## src/rtl/cart_mmc1.sv

```systemverilog
// cart_mmc1: MMC1-style cartridge responder.
// Serially loaded register file (shift/count), PRG and CHR bank expansion to
// external asynchronous ROMs, and CIRAM nametable mirroring control.
module cart_mmc1 #(
    parameter int unsigned PRG_ADDR_W = 18,
    parameter int unsigned CHR_ADDR_W = 17
) (
    input  logic                  clk,
    input  logic                  reset,
    // CPU side of the cartridge edge
    input  logic                  m2,
    input  logic                  rw,
    input  logic                  n_rom_sel,
    input  logic [14:0]           cpu_addr,
    input  logic [7:0]            cpu_data_in,
    output logic [7:0]            cpu_data_out,
    output logic                  cpu_data_oe,
    output logic                  n_irq,
    // PPU side of the cartridge edge
    input  logic                  n_rd,
    input  logic                  n_we,
    input  logic [13:0]           ppu_addr,
    output logic [7:0]            ppu_data_out,
    output logic                  ppu_data_oe,
    output logic                  n_vram_cs,
    output logic                  n_vram_a10,
    // External ROMs
    output logic [PRG_ADDR_W-1:0] prg_rom_addr,
    input  logic [7:0]            prg_rom_data,
    output logic [CHR_ADDR_W-1:0] chr_rom_addr,
    input  logic [7:0]            chr_rom_data
);

    localparam int unsigned SHIFT_W    = 5;
    localparam int unsigned COUNT_W    = 3;
    localparam int unsigned PRG_BANK_W = 4;
    localparam int unsigned CHR_BANK_W = 5;
    localparam int unsigned PRG_FULL_W = PRG_BANK_W + 14;
    localparam int unsigned CHR_FULL_W = CHR_BANK_W + 12;

    localparam logic [SHIFT_W-1:0] CONTROL_RST = 5'b01100;
    localparam logic [COUNT_W-1:0] LAST_BIT    = 3'd4;

    localparam logic [1:0] SEL_CONTROL = 2'd0;
    localparam logic [1:0] SEL_CHR0    = 2'd1;
    localparam logic [1:0] SEL_CHR1    = 2'd2;
    localparam logic [1:0] SEL_PRG     = 2'd3;

    // Bus sampling flops
    logic                  m2_q, m2_d;
    logic                  n_rom_sel_q, n_rom_sel_d;
    logic                  d0_q, d0_d;
    logic                  d7_q, d7_d;
    logic [1:0]            reg_sel_q, reg_sel_d;
    logic                  seen_low_q, seen_low_d;
    logic                  wr_last_q, wr_last_d;

    // Serial loader and register file
    logic [SHIFT_W-1:0]    shift_q, shift_d;
    logic [COUNT_W-1:0]    count_q, count_d;
    logic [SHIFT_W-1:0]    control_q, control_d;
    logic [CHR_BANK_W-1:0] chr0_q, chr0_d;
    logic [CHR_BANK_W-1:0] chr1_q, chr1_d;
    logic [PRG_BANK_W-1:0] prg_q, prg_d;

    // Event decode
    logic                  m2_fall;
    logic                  wr_evt;
    logic [SHIFT_W-1:0]    shift_in;

    // Address expansion
    logic [PRG_BANK_W-1:0] prg_bank;
    logic [CHR_BANK_W-1:0] chr_bank;
    logic [PRG_FULL_W-1:0] prg_full;
    logic [CHR_FULL_W-1:0] chr_full;

    // Inputs that carry no information for this mapper
    logic                  unused_inputs;
    assign unused_inputs = ^{n_we, cpu_data_in[6:1]};

    // State register: all mapper state, cleared asynchronously
    always_ff @(posedge clk or posedge reset) begin
        if (reset) begin
            m2_q        <= 1'b0;
            n_rom_sel_q <= 1'b1;
            d0_q        <= 1'b0;
            d7_q        <= 1'b0;
            reg_sel_q   <= 2'd0;
            seen_low_q  <= 1'b0;
            wr_last_q   <= 1'b0;
            shift_q     <= '0;
            count_q     <= '0;
            control_q   <= CONTROL_RST;
            chr0_q      <= '0;
            chr1_q      <= '0;
            prg_q       <= '0;
        end else begin
            m2_q        <= m2_d;
            n_rom_sel_q <= n_rom_sel_d;
            d0_q        <= d0_d;
            d7_q        <= d7_d;
            reg_sel_q   <= reg_sel_d;
            seen_low_q  <= seen_low_d;
            wr_last_q   <= wr_last_d;
            shift_q     <= shift_d;
            count_q     <= count_d;
            control_q   <= control_d;
            chr0_q      <= chr0_d;
            chr1_q      <= chr1_d;
            prg_q       <= prg_d;
        end
    end

    // Write-event detection and serial register loading
    always_comb begin
        m2_d        = m2;
        n_rom_sel_d = n_rom_sel;
        d0_d        = cpu_data_in[0];
        d7_d        = cpu_data_in[7];
        reg_sel_d   = cpu_addr[14:13];
        // An m2 fall only counts once m2 has been seen low after reset, so a
        // cycle already in flight when reset releases cannot produce an event.
        seen_low_d  = seen_low_q | ~m2;
        wr_last_d   = wr_last_q;
        shift_d     = shift_q;
        count_d     = count_q;
        control_d   = control_q;
        chr0_d      = chr0_q;
        chr1_d      = chr1_q;
        prg_d       = prg_q;

        m2_fall  = m2_q & ~m2;
        wr_evt   = m2_fall & ~rw & ~n_rom_sel_q & seen_low_q;
        shift_in = {d0_q, shift_q[SHIFT_W-1:1]};

        if (wr_evt) begin
            wr_last_d = 1'b1;
            if (d7_q) begin
                shift_d         = '0;
                count_d         = '0;
                control_d[3:2]  = 2'b11;
            end else if (!wr_last_q) begin
                if (count_q == LAST_BIT) begin
                    shift_d = '0;
                    count_d = '0;
                    unique case (reg_sel_q)
                        SEL_CONTROL: control_d = shift_in;
                        SEL_CHR0:    chr0_d    = shift_in;
                        SEL_CHR1:    chr1_d    = shift_in;
                        SEL_PRG:     prg_d     = shift_in[PRG_BANK_W-1:0];
                        default:     prg_d     = prg_q;
                    endcase
                end else begin
                    shift_d = shift_in;
                    count_d = count_q + 3'd1;
                end
            end
        end else if (m2_fall) begin
            // A bus cycle that ended without a ROM write separates RMW writes
            wr_last_d = 1'b0;
        end
    end

    // PRG bank selection from control[3:2] and CPU A14
    always_comb begin
        prg_bank = '0;
        unique case (control_q[3:2])
            2'b00, 2'b01: prg_bank = {prg_q[3:1], cpu_addr[14]};
            2'b10:        prg_bank = cpu_addr[14] ? prg_q : 4'h0;
            2'b11:        prg_bank = cpu_addr[14] ? 4'hF : prg_q;
            default:      prg_bank = '0;
        endcase
        prg_full = {prg_bank, cpu_addr[13:0]};
    end

    // CHR bank selection from control[4] and PPU A12
    always_comb begin
        chr_bank = '0;
        if (control_q[4]) begin
            chr_bank = ppu_addr[12] ? chr1_q : chr0_q;
        end else begin
            chr_bank = {chr0_q[4:1], ppu_addr[12]};
        end
        chr_full = {chr_bank, ppu_addr[11:0]};
    end

    // Nametable mirroring: CIRAM A10 source from control[1:0]
    always_comb begin
        n_vram_a10 = 1'b0;
        unique case (control_q[1:0])
            2'b00:   n_vram_a10 = 1'b0;
            2'b01:   n_vram_a10 = 1'b1;
            2'b10:   n_vram_a10 = ppu_addr[10];
            2'b11:   n_vram_a10 = ppu_addr[11];
            default: n_vram_a10 = 1'b0;
        endcase
    end

    assign prg_rom_addr = PRG_ADDR_W'(prg_full);
    assign chr_rom_addr = CHR_ADDR_W'(chr_full);

    assign cpu_data_oe  = m2 & rw & ~n_rom_sel;
    assign cpu_data_out = prg_rom_data;
    assign n_irq        = 1'b1;

    assign ppu_data_oe  = ~n_rd & ~ppu_addr[13];
    assign ppu_data_out = chr_rom_data;
    assign n_vram_cs    = ~ppu_addr[13];

endmodule

```

## config.mk

```make
export PLATFORM = sky130hd
export DESIGN_NAME = cart_mmc1
export DESIGN_NICKNAME = d
export VERILOG_FILES = /design/src/rtl/cart_mmc1.sv
export SDC_FILE = /design/constraint.sdc
export NUM_CORES = 1
export LEC_CHECK = 0
export CAP_MARGIN = 10
export CORE_ASPECT_RATIO = 0.6
export CORE_MARGIN = 10
export CORE_UTILIZATION = 41
export CTS_BUF_LIST = sky130_fd_sc_hd__clkbuf_8 sky130_fd_sc_hd__clkbuf_16
export DETAILED_ROUTE_END_ITERATION = 12
export PLACE_DENSITY_LB_ADDON = 0.25
export SLEW_MARGIN = 10
export SYNTH_ARGS = -nofsm -noshare
export SYNTH_HDL_FRONTEND = slang
export SYNTH_SLANG_ARGS = --single-unit
```

## constraint.sdc

```tcl
create_clock -name clk -period 2.8 [get_ports clk]
set_input_delay 0.42 -clock clk [delete_from_list [all_inputs] [get_ports clk]]
set_output_delay 0.42 -clock clk [all_outputs]
set_load 0.02 [all_outputs]
```

### After elaboration in Yosys (flattened, before gate mapping)

Cells that the tools add are included.

| cells by class | value |
|---|---|
| $add $sub $neg | 1 |
| reductions and logical operators | 13 |
| bitwise gates (word level) | 16 |
| mux-type cells | 18 |
| eq/ne operators | 11 |

Operators with widths:

| cell | number |
|---|---|
| 2-to-1 mux 5 bit | 5 |
| 2-to-1 mux 4 bit | 5 |
| AND reduction 5 bit | 4 |
| == test 2 bit (second input constant) | 6 |
| case mux 4 bit (3 select lines) | 1 |
| 2-to-1 mux 3 bit | 3 |
| inverter 1 bit | 8 |
| bitwise AND 1 bit | 7 |
| == test 2 x 1 -> 1 bit (second input constant) | 3 |
| logical NOT 2 bit | 3 |
| nonzero test 2 bit | 3 |
| case mux 1 bit (4 select lines) | 1 |
| AND reduction 4 bit | 1 |
| adder 3 x 1 -> 3 bit (second input constant) | 1 |
| == test 3 bit (second input constant) | 1 |
| 2-to-1 mux 1 bit | 2 |
| 2-to-1 mux 2 bit | 1 |
| != test 2 bit (second input constant) | 1 |
| AND reduction 2 bit | 1 |
| OR reduction 2 bit | 1 |
| bitwise OR 1 bit | 1 |

| storage, ports and cells | value |
|---|---|
| bits in registers | 35 |
| input port bits | 60 |

### Logic depth before layout (Yosys ltp)

Gate-level depths: netlist of run 1.

| logic depth | value |
|---|---|
| depth after elaboration | 6 |
| gate-level depth with buffers | 6 |

### Worst setup path after synthesis of run 1

OpenSTA, ideal clock, no wires.

| path | value |
|---|---|
| path type | reg2reg |
| from | reg count_q[0] |
| to | reg prg_q[0] |
| cell stages (with the launch flop) | 7 |
| slack | 1.220 ns |
| library setup time | 0.125 ns |
| required time | 2.675 ns |
| clock period less this slack | 1.580 ns |
| arrival | 1.455 ns |
| path through | dfrtp_1 inv_1 ha_1 and3b_1 buf_4 and4_4 mux2_4 |

| between the ends | value |
|---|---|
| longest elaborated chain between the ends | 2 |

RTL lines:

| item | RTL line | RTL |
|---|---|---|
| from (decl) | 60 | `logic [COUNT_W-1:0] count_q, count_d;` |
| from (signal assigned) | 106 | `count_q <= count_d;` |
| == test 3 bit | 143 | `if (count_q == LAST_BIT) begin` |
| AND reduction 5 bit (no line) | n/a |  |
| to (signal assigned) | 110 | `prg_q <= prg_d;` |
| to (decl) | 64 | `logic [PRG_BANK_W-1:0] prg_q, prg_d;` |

Every way passes these cells.
A chain may end at the register's enable or synchronous reset.

### Final worst setup path of run 1

| path | value |
|---|---|
| from | in cpu_addr[14] |
| to | out prg_rom_addr[16] |

| between the ends | value |
|---|---|
| longest elaborated chain between the ends | 2 |
| elaborated cells on any way between the ends | 3 |

RTL lines:

| item | RTL line | RTL |
|---|---|---|
| from (decl) | 14 | `input logic [14:0] cpu_addr,` |
| 2-to-1 mux 4 bit (on tied branches) | 170, 169 |  |
| case mux 4 bit (3 select lines) * | 167 | `unique case (control_q[3:2])` |
| to (decl) | 28 | `output logic [PRG_ADDR_W-1:0] prg_rom_addr,` |

Mark *: on every way between the ends. The rest lies on a longest branch, timed or not.

==> results of run 1 <==
[where the power goes]
part	internal [W]	switching (W)
Combinational	0.0000860	0.000103
Clock	0.000195	0.000172
Sequential	0.000542	0.0000574
Total	0.000822	0.000332
[final timing paths]
kind | from | end | cells after the start
worst max-delay path | cpu_addr[14] | prg_rom_addr[16] | 5
worst min-delay path | chr0_q[2] | chr0_q[2] | 1
worst max register to register | count_q[0] | prg_q[2] | 5
worst min register to register | chr0_q[2] | chr0_q[2] | 1
max in group asynchronous | reset | shift_q[1] | 3
min in group asynchronous | reset | count_q[0] | 2
[state kept, by name (all words and copies together), names as in the netlist, 2 cells and up]
name and count:
control_q 5, prg_q 4, chr1_q 5, chr0_q 5, shift_q 4, reg_sel_q 2, count_q 3
[final cells by class]
cell class                 instances  area [sq um]
clock inverter                     2          8.76
clock buffer                       6          82.6
timing repair buffer              31           305
multi-input combinational         88           744
fill                             426          2500
inverter                          11          41.3
sequential                        34           855
tap                               63          78.8
[per-stage QoR]
stage          hold slack [ns]  instances
2_1_floorplan            0.424        178
3_3_place_gp             0.469        227
3_5_place_dp             0.478        227
4_1_cts                  0.495        235
5_1_grt                  0.516        235
6_report                 0.488        235
[synth_stat cells, drive strengths merged]
cell type / count
buf: 45
dfrtp: 31
mux2: 21
a21oi: 13
inv: 11
nor2: 10
nand2: 8
mux2i: 7
a211oi: 4
nor2b: 4
dfstp: 3
nand4: 3
and4: 2
ha: 2
nand2b: 2
o21ai: 2
a31oi: 1
and2: 1
and3b: 1
and4bb: 1
conb: 1
nand3: 1
nand4bb: 1
nor3: 1
o311a: 1
or2b: 1
[cell usage in the layout (no fill, tap or decap), drive strengths merged]
master	instances
nor3	1
and2	1
clkinv	1
dfstp	3
conb	1
and3b	1
nand2b	2
nand2	8
ha	2
nor2	10
nand3	1
nand4	3
inv	12
dfrtp	31
a211oi	4
mux2i	7
o311a	1
a21oi	13
o21ai	2
a31oi	1
mux2	21
clkdlybuf4s50	29
nand4bb	1
buf	2
and4bb	1
or2b	1
and4	2
clkbuf	6
nor2b	4
[per-layer routing]
layer / vias up / wire length, microns / GRT usage, %
met3: 23 / 427 / 5.68
met2: 56 / 1660 / 14.6
met1: 549 / 1700 / 12.3
met5: - / 0 / 0
li1: 543 / - / -
met4: 0 / 121 / 5.75
[cell families after synthesis]
kind of cell	synth area share, %
adder cells (fa/ha/maj)	1.26
multiplexers	17.0
AND/OR/NAND/NOR	13.0
buffers and inverters	19.3
AO/OA/AOI/OAI	6.12
other	0.189
flip-flops	43.1
==> metrics.md, run 1 <==
| Metric | Value |
|---|---|
| Final Total Pwr | `0.00115 W` |
| Clock transition at the registers of the reported paths | `roughly 0.07 ns` |
| CTS HTree Levels | `2` |
| CTS tree | `yes` |
| Layout Skew | `just over 0.005 ns` |
| CTS resizes | `0` |
| Die height | `73.9 microns` |
| Final routed DRC violation total | `0` |
| Slowest Stage Delay on Critical Path | `0.62 ns` |
| Transition time at the pin with the least slew margin | `0.644 ns` |
| DRT antenna net count | `0` |
| Smallest setup slack after layout | `about 0.38 ns` |
| Inserted Clock Buffers | `5` |
| Worst Setup Start Kind | `input port` |
| Synth Warn # | `0` |
| Number of buffers inserted to repair setup after CTS | `0` |
| Sinks on the clock net | `34` |
| IO Pins | `between 100 and 150` |
| Final wirelength | `~4 mm` |
| Maximum root-to-sink buffer count | `2` |
| Area share of the largest cell type after synthesis | `39.1%` |
| Synthesized instance count | `178` |
| Pins over their slew limit | `0` |
| Library cell with the largest summed area after synthesis | `sky130_fd_sc_hd__dfrtp_1` |
| Required @ worst endpoint | `2.38 ns` |
| Remaining global-route overflow | `0` |
| Sequential share of the synthesized area | `approximately 43%` |
| Width of the chip | `110 microns` |
| Ratio of cells with drive above 1 in the final layout | `between 10% and 20%` |
| Syn_area_per_cell | `11.1 sq um` |
| Total global routing track utilization | `between 10% and 20%` |
| Root Buffer | `sky130_fd_sc_hd__clkbuf_8` |
| Starting density of the core | `43.0%` |
| Growth of design area from synthesis to finish | `6.76%` |
| Count of distinct cell types in the synthesized netlist | `31` |
| Place WS | `0.359 ns` |
| Result of the run | `complete, no violations` |
| Minimum clock period after layout | `between 2 and 2.5 ns` |
| Count of hold buffers inserted by post-cts repair | `0` |
| Final Wtd Congestion | `0.774` |
| Antenna diode instance count | `0` |
| Cell chain of the critical path | `clkdlybuf4s50_1 > nand2b_1 > a21oi_1 > nor2_1 > clkdlybuf4s50_1` |
| Area post-placement | `about 0.0020 sq mm` |
| Max_slew headroom | `around 57%` |
| Routed wire per std cell | `roughly 17 microns` |
| Cell area after synthesis | `~0.0020 sq mm` |
| Worst-skew pair later-pin latency | `between 0.2 and 0.3 ns` |
| Placed wire-length estimate after detailed placement | `3.04 mm` |
| First-pass GRT wire length | `between 6 and 7 mm` |
| Number of nets in the final layout | `around 230` |
| Endpoints failing setup | `0` |
| Worst endpoint data arrival time | `2.00 ns` |
| Synth area leaders | `sky130_fd_sc_hd__dfrtp_1 (39%), sky130_fd_sc_hd__buf_4 (17%), sky130_fd_sc_hd__mux2_4 (6.1%), sky130_fd_sc_hd__mux2_1 (5.1%), sky130_fd_sc_hd__dfstp_2 (4.0%)` |
| Path type of the worst setup path | `input port to output port` |
| Site Rows | `19` |
| Full die area | `just over 0.008 sq mm` |
| Worst path most repeated cell | `sky130_fd_sc_hd__clkdlybuf4s50_1` |
| Maximum fanout encountered on the critical timing path | `7` |
| Antenna violations before repair | `0` |
| Worst ir drop on vdd | `between 0.2 and 0.25 mV` |
| Largest delay share family, worst path | `buffers and inverters` |
| Number of global-route vias before repair | `about 1300` |
| Areal power density over the cells | `approximately 550 mW/mm^2` |
| Static leakage | `0.973 nW` |
| RSZ-0062 raised after global routing | `false` |
| Core area | `between 0.004 and 0.005 sq mm` |
| Crit path capture type | `output port` |
| Detailed-route via count | `between 1000 and 1500` |
| Cell with the largest stage delay on the worst path | `sky130_fd_sc_hd__clkdlybuf4s50_1` |
| Drt via density | `~5.0` |
| Type of the most critical hold path | `register to register` |
| Number of nets produced by synthesis | `240` |
| Final worst path period share | `86.4%` |
| Iter 0 DRT Violations | `31` |
| Utilization after layout | `45.9%` |
| Setup slack of the worst register-to-register path | `0.96 ns` |
| Pin count of the biggest net entering global routing | `18` |
| Final std cell area, no fill | `between 0.002 and 0.0025 sq mm` |
| Maxcap violations | `0` |
| Peak Freq | `between 0.4 and 0.5 GHz` |
| Buf/Inv on CP | `2` |
| Number of synthesized register bits | `34` |
| Setup TNS | `0 ns` |
| Final-report hold violation count | `0` |
| Count of input and output buffers | `29` |
| Pre-Repair DR Iteration Count | `4` |
Power figures use the tool's default switching activity.
==> run 2: changes to the inputs <==
- SLEW_MARGIN: 10 -> not set
==> results of run 2 <==
Final layout, timing and power as in run 1 (identical DEF).
